[src/rtl/ram256x16_access_master.sv]
// Burst initiator for a 256x16 single-port RAM: streams write beats into the RAM and
// streams read beats out through a two-entry output buffer, all with valid/ready handshakes.
module ram256x16_access_master #(
   parameter int ADDR_W     = 8,
   parameter int DATA_W     = 16,
   parameter int OBUF_DEPTH = 2
) (
   input  logic              clock,
   input  logic              reset,
   input  logic              cmd_valid,
   output logic              cmd_ready,
   input  logic              cmd_write,
   input  logic [ADDR_W-1:0] cmd_addr,
   input  logic [ADDR_W-1:0] cmd_len,
   input  logic              wdata_valid,
   output logic              wdata_ready,
   input  logic [DATA_W-1:0] wdata,
   output logic              rdata_valid,
   input  logic              rdata_ready,
   output logic [DATA_W-1:0] rdata,
   output logic              rdata_last,
   output logic              busy,
   output logic              done,
   output logic [ADDR_W-1:0] ram_addr_o,
   output logic              ram_clk_en_o,
   output logic              ram_wr_en_o,
   output logic [DATA_W-1:0] ram_wr_data_o,
   input  logic [DATA_W-1:0] ram_rd_data_i
);
   typedef enum logic [1:0] {IDLE, WRITE, READ, DRAIN} state_t;

   localparam logic [ADDR_W-1:0] ADDR_ONE = ADDR_W'(1);
   localparam logic [ADDR_W:0]   CNT_ONE  = (ADDR_W+1)'(1);
   localparam logic [2:0]        DEPTH    = 3'(OBUF_DEPTH);

   state_t              state_q, state_d;
   logic [ADDR_W-1:0]   addr_q, addr_d;
   logic [ADDR_W:0]     cnt_q, cnt_d;
   logic                done_q, done_d;
   logic                ram_clk_en_q, ram_clk_en_d;
   logic                ram_wr_en_q, ram_wr_en_d;
   logic [ADDR_W-1:0]   ram_addr_q, ram_addr_d;
   logic [DATA_W-1:0]   ram_wr_data_q, ram_wr_data_d;
   logic                strb_last_q, strb_last_d;

   logic                rd_vld_q, rd_last_q;
   logic [DATA_W-1:0]   buf_data_q [OBUF_DEPTH];
   logic                buf_last_q [OBUF_DEPTH];
   logic                head_q;
   logic [1:0]          occ_q, occ_d;

   logic                rd_strobe, push, pop, wr_idx;
   logic [2:0]          pend;

   // A read is outstanding while its strobe is on the bus and again while its data is on
   // ram_rd_data_i; both must already own a buffer slot because future pops are unknown.
   assign rd_strobe = ram_clk_en_q & ~ram_wr_en_q;
   assign push      = rd_vld_q;
   assign pop       = rdata_valid & rdata_ready;
   assign pend      = {1'b0, occ_q} - {2'b00, pop} + {2'b00, rd_strobe} + {2'b00, rd_vld_q};
   assign occ_d     = occ_q + {1'b0, push} - {1'b0, pop};
   assign wr_idx    = head_q ^ occ_q[0];

   assign cmd_ready     = (state_q == IDLE) & ~done_q;
   assign wdata_ready   = (state_q == WRITE);
   assign busy          = (state_q != IDLE);
   assign done          = done_q;
   assign rdata_valid   = (occ_q != 2'd0);
   assign rdata         = buf_data_q[head_q];
   assign rdata_last    = rdata_valid & buf_last_q[head_q];
   assign ram_addr_o    = ram_addr_q;
   assign ram_clk_en_o  = ram_clk_en_q;
   assign ram_wr_en_o   = ram_wr_en_q;
   assign ram_wr_data_o = ram_wr_data_q;

   always_comb begin
      state_d       = state_q;
      addr_d        = addr_q;
      cnt_d         = cnt_q;
      done_d        = 1'b0;
      ram_clk_en_d  = 1'b0;
      ram_wr_en_d   = 1'b0;
      ram_addr_d    = ram_addr_q;
      ram_wr_data_d = ram_wr_data_q;
      strb_last_d   = 1'b0;
      case (state_q)
         IDLE: begin
            if (cmd_valid && cmd_ready) begin
               addr_d  = cmd_addr;
               cnt_d   = {1'b0, cmd_len} + CNT_ONE;
               state_d = cmd_write ? WRITE : READ;
            end
         end
         WRITE: begin
            if (wdata_valid) begin
               ram_clk_en_d  = 1'b1;
               ram_wr_en_d   = 1'b1;
               ram_addr_d    = addr_q;
               ram_wr_data_d = wdata;
               addr_d        = addr_q + ADDR_ONE;
               cnt_d         = cnt_q - CNT_ONE;
               if (cnt_q == CNT_ONE) begin
                  state_d = IDLE;
                  done_d  = 1'b1;
               end
            end
         end
         READ: begin
            if (pend < DEPTH) begin
               ram_clk_en_d = 1'b1;
               ram_addr_d   = addr_q;
               strb_last_d  = (cnt_q == CNT_ONE);
               addr_d       = addr_q + ADDR_ONE;
               cnt_d        = cnt_q - CNT_ONE;
               if (cnt_q == CNT_ONE) state_d = DRAIN;
            end
         end
         DRAIN: begin
            if (pend == 3'd0) begin
               state_d = IDLE;
               done_d  = 1'b1;
            end
         end
         default: state_d = IDLE;
      endcase
   end

   always_ff @(posedge clock or posedge reset) begin
      if (reset) begin
         state_q       <= IDLE;
         addr_q        <= '0;
         cnt_q         <= '0;
         done_q        <= 1'b0;
         ram_clk_en_q  <= 1'b0;
         ram_wr_en_q   <= 1'b0;
         ram_addr_q    <= '0;
         ram_wr_data_q <= '0;
         strb_last_q   <= 1'b0;
      end else begin
         state_q       <= state_d;
         addr_q        <= addr_d;
         cnt_q         <= cnt_d;
         done_q        <= done_d;
         ram_clk_en_q  <= ram_clk_en_d;
         ram_wr_en_q   <= ram_wr_en_d;
         ram_addr_q    <= ram_addr_d;
         ram_wr_data_q <= ram_wr_data_d;
         strb_last_q   <= strb_last_d;
      end
   end

   // Returned words land in the buffer one cycle after their strobe left the bus.
   always_ff @(posedge clock or posedge reset) begin
      if (reset) begin
         for (int i = 0; i < OBUF_DEPTH; i++) begin
            buf_data_q[i] <= '0;
            buf_last_q[i] <= 1'b0;
         end
         head_q    <= 1'b0;
         occ_q     <= 2'd0;
         rd_vld_q  <= 1'b0;
         rd_last_q <= 1'b0;
      end else begin
         rd_vld_q  <= rd_strobe;
         rd_last_q <= strb_last_q;
         if (push) begin
            buf_data_q[wr_idx] <= ram_rd_data_i;
            buf_last_q[wr_idx] <= rd_last_q;
         end
         head_q <= head_q ^ pop;
         occ_q  <= occ_d;
      end
   end
endmodule
[config.mk]
export PLATFORM = sky130hd
export DESIGN_NAME = ram256x16_access_master
export DESIGN_NICKNAME = d
export VERILOG_FILES = /design/src/rtl/ram256x16_access_master.sv
export SDC_FILE = /design/constraint.sdc
export NUM_CORES = 1
export LEC_CHECK = 0
export ABC_CLOCK_PERIOD_IN_PS = 2900
export BUFFER_PORTS_ARGS = -buffer_cell sky130_fd_sc_hd__buf_4
export CAP_MARGIN = 20
export CORE_AREA = 2 2 114 116
export DETAILED_ROUTE_END_ITERATION = 8
export DIE_AREA = 0 0 116 118
export GPL_ROUTABILITY_DRIVEN = 0
export PLACE_DENSITY = 0.69
export SLEW_MARGIN = 30
export SYNTH_ARGS = -nofsm -noshare
export SYNTH_HDL_FRONTEND = slang
export SYNTH_SLANG_ARGS = --single-unit
export TNS_END_PERCENT = 30
[constraint.sdc]
create_clock -name clock -period 2.9 [get_ports clock]
set_input_delay 0.29 -clock clock [delete_from_list [all_inputs] [get_ports clock]]
set_output_delay 0.29 -clock clock [all_outputs]
set_load 0.02 [all_outputs]
==> reports/metrics.yaml, run 1 <==
path_clk_slew_ns: 0.06
antenna_found_initial: 0
h-tree-depth: 3
gr-usage-met1: 0.1953
clock.fmax_mhz: 360.7
dr.first_iter.drc_count: 113
syn_nets: 429
drc: 0
setup_viol: 0
drt_pass1_iterations: 4
synth_edf_count: 0
hold_path.class: "in2reg"
core-area_um2: 12410
die_y_um: 118
grt_use_total: 0.1503
synth.largest_area_cell: "dfrtp_1"
holdWs_ns: 0.1865
status: "finished clean"
synth.distinct_cells: 48
synth.avg_cell_area_um2: 11.83
first_global_vias: 3372
fin_skew_ns: 0.004583
port_buffers: 101
end_kind: "flop"
worst_slew_pin_slew_ns: 0.7891
grt_pass1_wl_mm: 16.41
cts_setup_buffers: 0
dpl.hpwl_mm: 7.329
min_period_ns: 2.773
period_share: 0.9561
die_x_um: 116
initial_core_util: 0.3439
use_met2: 0.2504
insertion_delay_ns: 0.33
finalWirelength_mm: 10.03
power_density_nw_per_um2: 1368
use_met3: 0.02832
ys_seq_elements: 86
leakagePower_uw: 0.002576
cts_tree: "yes"
synth.top_cells.by_area: "dfrtp_1 50%, mux2_2 20%, ha_1 3.5%"
fp-row-count: 41
die_area_um2: 13690
viasPerCell: 4.985
synthArstFlopShare: 1.000
slew_viol_final: 0
ys_warn_count: 0
cp.required_ns: 3.10
grt_busiest_layer: "met2"
fin_total_pwr_uw: 7805
yosysSeqAreaShare: 0.5041
hold_viol: 0
pre_cts_slack_ns: -0.1411
synth_top_area_share: 0.5041
wl_per_cell_um: 15.39
cp_max_fo: 18
root_buffer: "clkbuf_16"
drive_above_1_share: 0.4750
finalWorstSetupSlack_ns: 0.1273
seqCellArea_um2: 2152
finalNetCount: 543
antenna_left: 0
grt_max_degree: 59
syn-cell-area_um2: 4269
finalSetupTns_ns: 0
io_pins: 102
clk_path_buf_depth: 2
max_slew_margin: 0.4727
cp-start-kind: "flop"
nFillCells: 1170
worstSetupPathType: "reg2reg"
arrival_ns: 2.98
area_growth_pct: 33.62
ir_drop_v: 0.0004996
synthCells: 361
cts.sinks: 86
multi_input_area_um2: 2039
num_antenna_cells: 0
synth_ff_type: "dfrtp_1"
dr_total_vias: 3250
grt_remaining_overflow: 0
maxCapViolCount: 0
cts_buffers: 9
## registers in the layout, indices dropped and copies added (netlist names), 2 cells and up
name / flops
occ_q: 2
addr_q: 8
ram_addr_o: 8
buf_data_q: 32
buf_last_q: 2
state_q: 2
cnt_q: 9
ram_wr_data_o: 16
## metal layers
| layer | share of wire | vias up |
|---|---|---|
| met4 | 0.015 | 0 |
| li1 | - | 1538 |
| met1 | 0.45 | 1599 |
| met5 | 0 | - |
| met3 | 0.055 | 16 |
| met2 | 0.48 | 97 |
## through the flow
step | std cells | utilization | cell area [um^2]
6_report | 652 | 0.4595 | 5704
5_1_grt | 652 | 0.4595 | 5704
4_1_cts | 652 | 0.4566 | 5668
3_5_place_dp | 635 | 0.4290 | 5326
3_3_place_gp | 635 | 0.4290 | 5326
2_1_floorplan | 361 | - | 4277
## kinds of logic (layout without fill, tap and decap cells)
kind of cell             after synthesis  count (layout)  share of synthesized area
adder cells (fa/ha/maj)               14              14                    0.04455
AND/OR/NAND/NOR                       73              73                    0.08852
flip-flops                            86              86                     0.5041
buffers and inverters                 34             153                    0.03165
AO/OA/AOI/OAI                         66              66                     0.1058
multiplexers                          79              79                     0.2069
XOR/XNOR                               9               9                    0.01847
## cell usage after synthesis (all sizes together), types with 3 or more instances
cell type and n:
o21ai 13, ha 12, dfrtp 86, nand2 20, mux2i 5, or2 3, buf 7, nor3 6
o31ai 10, o22ai 4, a31o 3, nor2 13, xnor2 6, inv 20, xor2 3, mux2 74
nand3 8, clkbuf 7, a211oi 5, nand2b 5, nand4 6, a31oi 5, a21oi 13
## final cells by class
class	instances	area share
sequential	86	0.3773
multi-input combinational	241	0.3575
clock buffer	10	0.04014
clock inverter	6	0.01513
inverter	20	0.01338
tap	172	0.03773
timing repair buffer	117	0.1588
## cell usage in the layout, fill, tap and decap left out, types with 3 or more instances in the layout
master	instances
xor2_1	3
buf_4	114
clkinv_2	3
a21oi_1	13
nand2b_1	5
clkbuf_16	9
xnor2_1	6
o22ai_1	4
nand4_1	6
nand2_1	17
ha_1	11
nor2_1	12
nor3_1	6
mux2i_1	5
o21ai_0	12
or2_2	3
inv_1	17
a31oi_1	5
nand2_2	3
o31ai_1	10
nand3_1	8
a211oi_1	4
dfrtp_1	86
mux2_2	74
## report_power, final
group          switching, uW  internal [uW]
combinational           2280           2110
sequential               396           1800
clock                    466            753
## final timing paths
check                      depth (start not counted)  slack (ns)             startpoint                            end
hold reg to reg                                    0        0.36  strb_last_q$_DFF_PP0_            rd_last_q$_DFF_PP0_
setup / recovery                                  12        0.13     occ_q[0]$_DFF_PP0_           cnt_q[3]$_DFFE_PP0P_
max in group asynchronous                          4        1.70                  reset         state_q[0]$_DFFE_PP0P_
min in group asynchronous                          3        0.53                  reset     buf_data_q[20]$_DFFE_PP0P_
setup reg to reg                                  12        0.13     occ_q[0]$_DFF_PP0_           cnt_q[3]$_DFFE_PP0P_
hold / removal                                     2        0.19              wdata[13]  ram_wr_data_o[13]$_DFFE_PP0P_
## critical path, stage by stage (launching register included)
cell and delay (ns):
dfrtp_1 0.37, inv_1 0.08, nand2_2 0.06, and2_1 0.21, ha_4 0.24, fa_2 0.34, inv_2 0.07, fa_2 0.43
nand2_1 0.13, o211ai_2 0.13, buf_12 0.17, a211oi_1 0.31, a211oi_1 0.10
## timing repair
action                                 4_1_cts  5_1_grt
endpoints found under the hold margin       28        0
hold buffers                                 1        0
gates resized for setup                      3        8
gates cloned                                 0        0
setup endpoints to repair                   13       27
pin swaps                                    0        2
(Power assumes the default switching activity.)
==> inputs of run 2 (changes only) <==
==> constraint.sdc (replaced) <==
create_clock -name clock -period 2.9 [get_ports clock]
set_input_delay 0.29 -clock clock [delete_from_list [all_inputs] [get_ports clock]]
set_output_delay 0.29 -clock clock [all_outputs]
set_load 0.01 [all_outputs]
==> reports/metrics.yaml, run 2 (synthesis gave the netlist of run 1 again) <==
die_x_um: 116  # unchanged
leakagePower_uw: 0.002582  # +0.21%
io_pins: 102  # unchanged
fin_skew_ns: 0.008191  # +0.003609 ns
slew_viol_final: 0  # unchanged
finalWirelength_mm: 9.768  # -2.6%
post-route-util: 0.4598  # about the same
grt_use_total: 0.1443  # -0.006029
hold_path.class: "in2async"
area_growth_pct: 33.70  # about the same
hold_viol: 0  # unchanged
nFillCells: 1174  # +0.34%
final_cell_mix: "116 x buf_4, 86 x dfrtp_1, 74 x mux2_2"
path_clk_slew_ns: 0.06  # about the same
core-area_um2: 12410  # unchanged
max_slew_margin: 0.4614  # -0.01123
die_y_um: 118  # unchanged
cp_max_fo: 8  # -10
final_common_cell: "buf_4"
worst_slew_pin_slew_ns: 0.8059  # +0.01680 ns
largest_register: "buf_data_q"
period_share: 0.9453  # -0.01084
fp-row-count: 41  # unchanged
wl_per_cell_um: 14.98  # -2.6%
port_buffers: 101  # unchanged
grt_remaining_overflow: 0  # unchanged
status: "finished clean"
cp-start-kind: "flop"
num_antenna_cells: 0  # unchanged
dr.first_iter.drc_count: 172  # +52%
finalNetCount: 544  # +0.18%
first_global_vias: 3278  # -2.8%
setup_viol: 0  # unchanged
end_kind: "flop"
min_period_ns: 2.741  # -0.03142 ns
drt_pass1_iterations: 4  # unchanged
multi_input_area_um2: 2041  # about the same
grt_pass1_wl_mm: 15.99  # -2.6%
clk_path_buf_depth: 2  # unchanged
antenna_found_initial: 0  # unchanged
viasPerCell: 5.000  # +0.31%
dr_total_vias: 3260  # +0.31%
postCtsHoldBufs: 0  # -1
dp_cells: 636  # +0.16%
initial_core_util: 0.3439  # unchanged
maxCapViolCount: 0  # unchanged
cts_buffers: 9  # unchanged
seqCellArea_um2: 2152  # unchanged
die_area_um2: 13690  # unchanged
drc: 0  # unchanged
h-tree-depth: 3  # unchanged
dpl.hpwl_mm: 7.205  # -1.7%
cp.required_ns: 3.12  # +0.02 ns
root_buffer: "clkbuf_16"
drive_above_1_share: 0.4750  # unchanged
finalNonFillerCells: 652  # unchanged
power_density_nw_per_um2: 1310  # -4.3%
cts_tree: "yes"
cts.sinks: 86  # unchanged
arrival_ns: 2.96  # -0.02 ns
worstSetupPathType: "reg2reg"
fin_total_pwr_uw: 7476  # -4.2%
largest_reg_flops: 32  # unchanged
grt_max_degree: 50  # -15%
antenna_left: 0  # unchanged
insertion_delay_ns: 0.33  # about the same
ir_drop_v: 0.0005231  # +4.7%
clock.fmax_mhz: 364.8  # +1.1%
run 2: metal layers:
layer / GRT usage / share of wire / vias to the layer above
li1: - / - / 1539
met1: 0.2003 / 0.46 / 1619
met2: 0.2336 / 0.48 / 94
met3: 0.02523 / 0.048 / 8
met4: 0.03497 / 0.0094 / 0
met5: 0 / 0 / -
run 2: power breakdown:
part | total [uW] | switching, uW | internal [uW]
clock | 1210 | 461 | 753
combinational | 4070 | 1970 | 2100
sequential | 2200 | 396 | 1800
run 2: repair_timing:
item,in CTS,in global routing
endpoints found under the setup margin,10,25
pin swaps,0,3
resized for setup,2,10
buffers inserted,0,1
run 2: area by class of cell:
type                       instances  share of cell area
sequential                        86              0.3770
tap                              172             0.03770
clock inverter                     5             0.01469
inverter                          20             0.01337
timing repair buffer             118              0.1596
multi-input combinational        241              0.3575
clock buffer                      10             0.04011
run 2: path summary, 6_finish.rpt:
check	start	to	slack (ns)	cells past startpoint
worst max-delay path	occ_q[0]$_DFF_PP0_	ram_addr_o[6]$_DFFE_PP0P_	0.16	11
worst min-delay path	reset	ram_wr_data_o[7]$_DFFE_PP0P_	0.04	2
worst min register to register	strb_last_q$_DFF_PP0_	rd_last_q$_DFF_PP0_	0.35	0
min in group clock	wdata[15]	ram_wr_data_o[15]$_DFFE_PP0P_	0.19	2
worst max register to register	occ_q[0]$_DFF_PP0_	ram_addr_o[6]$_DFFE_PP0P_	0.16	11
max in group asynchronous	reset	buf_data_q[6]$_DFFE_PP0P_	2.17	3
run 2: critical path, cell delays in order, from the launching register on:
cell and delay (ns):
dfrtp_1 0.38, inv_1 0.07, nand2_1 0.07, and2_4 0.16, ha_1 0.29, fa_2 0.34
inv_2 0.07, fa_2 0.42, nand2_1 0.13, o211a_4 0.23, nand2_2 0.15, mux2_2 0.34
run 2: stage by stage:
step	TNS [ns]	instance area (um^2)	worst slack, ns	hold slack, ns
floorplan	-0.05195	4272	-0.02729	0.3312
global placement	0	5331	0.01133	0.3359
detailed placement	-0.6106	5331	-0.08469	0.3378
CTS	0	5654	0.05189	0.06939
global route	-0.007567	5708	-0.007567	0.09832
finish	0	5708	0.1587	0.04279
==> inputs of run 3 (changes only) <==
--- a/config.mk
+++ b/config.mk
@@ -8,11 +8,12 @@
 export ABC_CLOCK_PERIOD_IN_PS = 2900
 export BUFFER_PORTS_ARGS = -buffer_cell sky130_fd_sc_hd__buf_4
 export CAP_MARGIN = 20
-export CORE_AREA = 2 2 114 116
+export CORE_AREA = 2 2 100 102
 export DETAILED_ROUTE_END_ITERATION = 8
-export DIE_AREA = 0 0 116 118
+export DIE_AREA = 0 0 102 104
 export GPL_ROUTABILITY_DRIVEN = 0
-export PLACE_DENSITY = 0.69
+export PLACE_DENSITY = 0.83
+export REMOVE_ABC_BUFFERS = 1
 export SLEW_MARGIN = 30
 export SYNTH_ARGS = -nofsm -noshare
 export SYNTH_HDL_FRONTEND = slang
==> reports/metrics.yaml, run 3 (synthesis gave the netlist of run 1 again) <==
status: "finished clean"
clk_path_buf_depth: 2  # unchanged
die_x_um: 102  # -12%
num_antenna_cells: 0  # unchanged
io_pins: 102  # unchanged
ff2ff_path_depth: 13  # +2
leakagePower_uw: 0.002580  # about the same
antenna_found_initial: 0  # unchanged
worstSetupPathType: "reg2reg"
hold_viol: 0  # unchanged
post-route-util: 0.5953  # +0.1355
maxCapViolCount: 0  # unchanged
grt_max_degree: 41  # -18%
cts_buffers: 9  # unchanged
drive_above_1_share: 0.5092  # +0.03424
hold_path.class: "in2async"
finalNetCount: 550  # +1.1%
cp_max_fo: 5  # -3
dpl.hpwl_mm: 6.965  # -3.3%
finalWirelength_mm: 10.11  # +3.5%
period_share: 0.9819  # +0.03667
drt_pass1_iterations: 5  # +1
placed_cell_area_um2: 5280  # -0.96%
power_density_nw_per_um2: 1331  # +1.6%
fin_skew_ns: 0.01123  # +0.003040 ns
finalNonFillerCells: 620  # -4.9%
cts.sinks: 86  # unchanged
cts_tree: "yes"
grt_pass1_wl_mm: 15.46  # -3.3%
dr.first_iter.drc_count: 170  # -1.2%
die_y_um: 104  # -12%
rr_startpoint: "occ_q[1]$_DFF_PP0_"
dr_total_vias: 3344  # +2.6%
end_kind: "flop"
root_buffer: "clkbuf_8"
port_buffers: 101  # unchanged
ir_drop_v: 0.0005833  # +12%
drc: 0  # unchanged
first_global_vias: 3300  # +0.67%
path_clk_slew_ns: 0.10  # +0.04 ns
area_growth_pct: 33.15
antenna_left: 0  # unchanged
fp-row-count: 36  # -12%
final_cell_mix: "118 x buf_4, 86 x dfrtp_1, 74 x mux2_2"
wl_per_cell_um: 16.30  # +8.8%
cp.required_ns: 3.14  # +0.02 ns
slew_viol_final: 0  # unchanged
grt_remaining_overflow: 0  # unchanged
r2r_end: "cnt_q[2]$_DFFE_PP0P_"
largest_reg_flops: 32  # unchanged
fin_area_um2: 5684  # -0.42%
viasPerCell: 5.394  # +7.9%
worst_slew_pin_slew_ns: 0.8450  # +0.03908 ns
final_common_cell: "buf_4"
setup_viol: 0  # unchanged
r2r_setup_slack_ns: 0.05  # -0.11 ns
max_slew_margin: 0.4367  # -0.02475
arrival_ns: 3.09  # +0.13 ns
insertion_delay_ns: 0.35  # +0.02 ns
startpoint: "occ_q[1]$_DFF_PP0_"
initial_core_util: 0.4471  # +0.1032
finalSetupTns_ns: 0  # unchanged
min_period_ns: 2.848  # +0.1063 ns
largest_register: "buf_data_q"
dp_cells: 597  # -6.1%
grt_use_total: 0.1816  # +0.03729
h-tree-depth: 3  # unchanged
cp-start-kind: "flop"
die_area_um2: 10610  # -23%
clock.fmax_mhz: 351.2  # -3.7%
core-area_um2: 9549  # -23%
## run 3: cell types whose count changed in the layout (fill, tap and decap cells not counted), moves of 2 or more
| cell | previous run | this run |
|---|---|---|
| buf_4 | 116 | 118 |
| buf_6 | 0 | 2 |
| bufinv_16 | 2 | 0 |
| clkbuf_16 | 9 | 2 |
| clkbuf_8 | 0 | 9 |
| inv_1 | 18 | 16 |
| inv_2 | 1 | 3 |
| inv_6 | 1 | 3 |
| inv_8 | 0 | 2 |
| o21ai_0 | 12 | 10 |
| o21ai_1 | 1 | 3 |
| o31ai_1 | 9 | 3 |
| o31ai_2 | 1 | 6 |
## run 3: what timing repair did
item	in CTS	in global routing
gates resized for setup	2	28
hold buffers	0	0
gates cloned	0	3
setup buffers	0	4
pin swaps	0	4
setup endpoints to repair	12	27
hold endpoints to repair	0	0
## run 3: how the worst max path moves through the flow
stage / endpoint / slack [ns]
finish: cnt_q[2]$_DFFE_PP0P_ / 0.05
global route: cnt_q[2]$_DFFE_PP0P_ / -0.04
CTS: cnt_q[2]$_DFFE_PP0P_ / -0.04
detailed placement: ram_addr_o[7]$_DFFE_PP0P_ / -0.10
global placement: ram_addr_o[1]$_DFFE_PP0P_ / 0.08
floorplan: ram_addr_o[0]$_DFFE_PP0P_ / -0.21
## run 3: report_power, final
| part | switching, uW | internal [uW] | leakage (uW) | total [uW] |
|---|---|---|---|---|
| clock network | 477 | 331 | 0.0000945 | 808 |
| logic | 2180 | 2380 | 0.00146 | 4560 |
| registers | 403 | 1800 | 0.00103 | 2200 |
| total | 3060 | 4510 | 0.00258 | 7570 |
## run 3: per-layer routing
metal  global-route usage  wire length [um]
met1               0.2298              4160
met4              0.05143               146
met5                    0                 0
met3              0.04704               660
met2               0.3045              5137
## run 3: layout make-up
type / instances / area (um^2)
clock buffer: 9 / 123.9
clock inverter: 7 / 61.31
fill: 815 / 3865
inverter: 20 / 76.32
multi-input combinational: 241 / 2106
sequential: 86 / 2152
tap: 133 / 166.4
timing repair buffer: 124 / 998.5
## run 3: metrics by stage
step,setup slack [ns],hold WS [ns],total power [uW]
3_3_place_gp,0.08489,0.3380,5966
3_5_place_dp,-0.1017,0.3370,6145
4_1_cts,-0.04332,0.05942,6987
6_report,0.05236,0.04206,7567
2_1_floorplan,-0.2051,0.3312,4583
5_1_grt,-0.04164,0.08871,8091
## run 3: worst max-delay path, cell delays in order (launching register included)
cell and delay, ns:
dfrtp_1 0.41, inv_2 0.06, nand2_1 0.06, and2_4 0.15, ha_4 0.26, fa_2 0.18, inv_2 0.04, fa_2 0.58
nand2_2 0.07, buf_4 0.15, o211ai_4 0.15, clkbuf_16 0.22, nor2_2 0.05, a221o_1 0.34
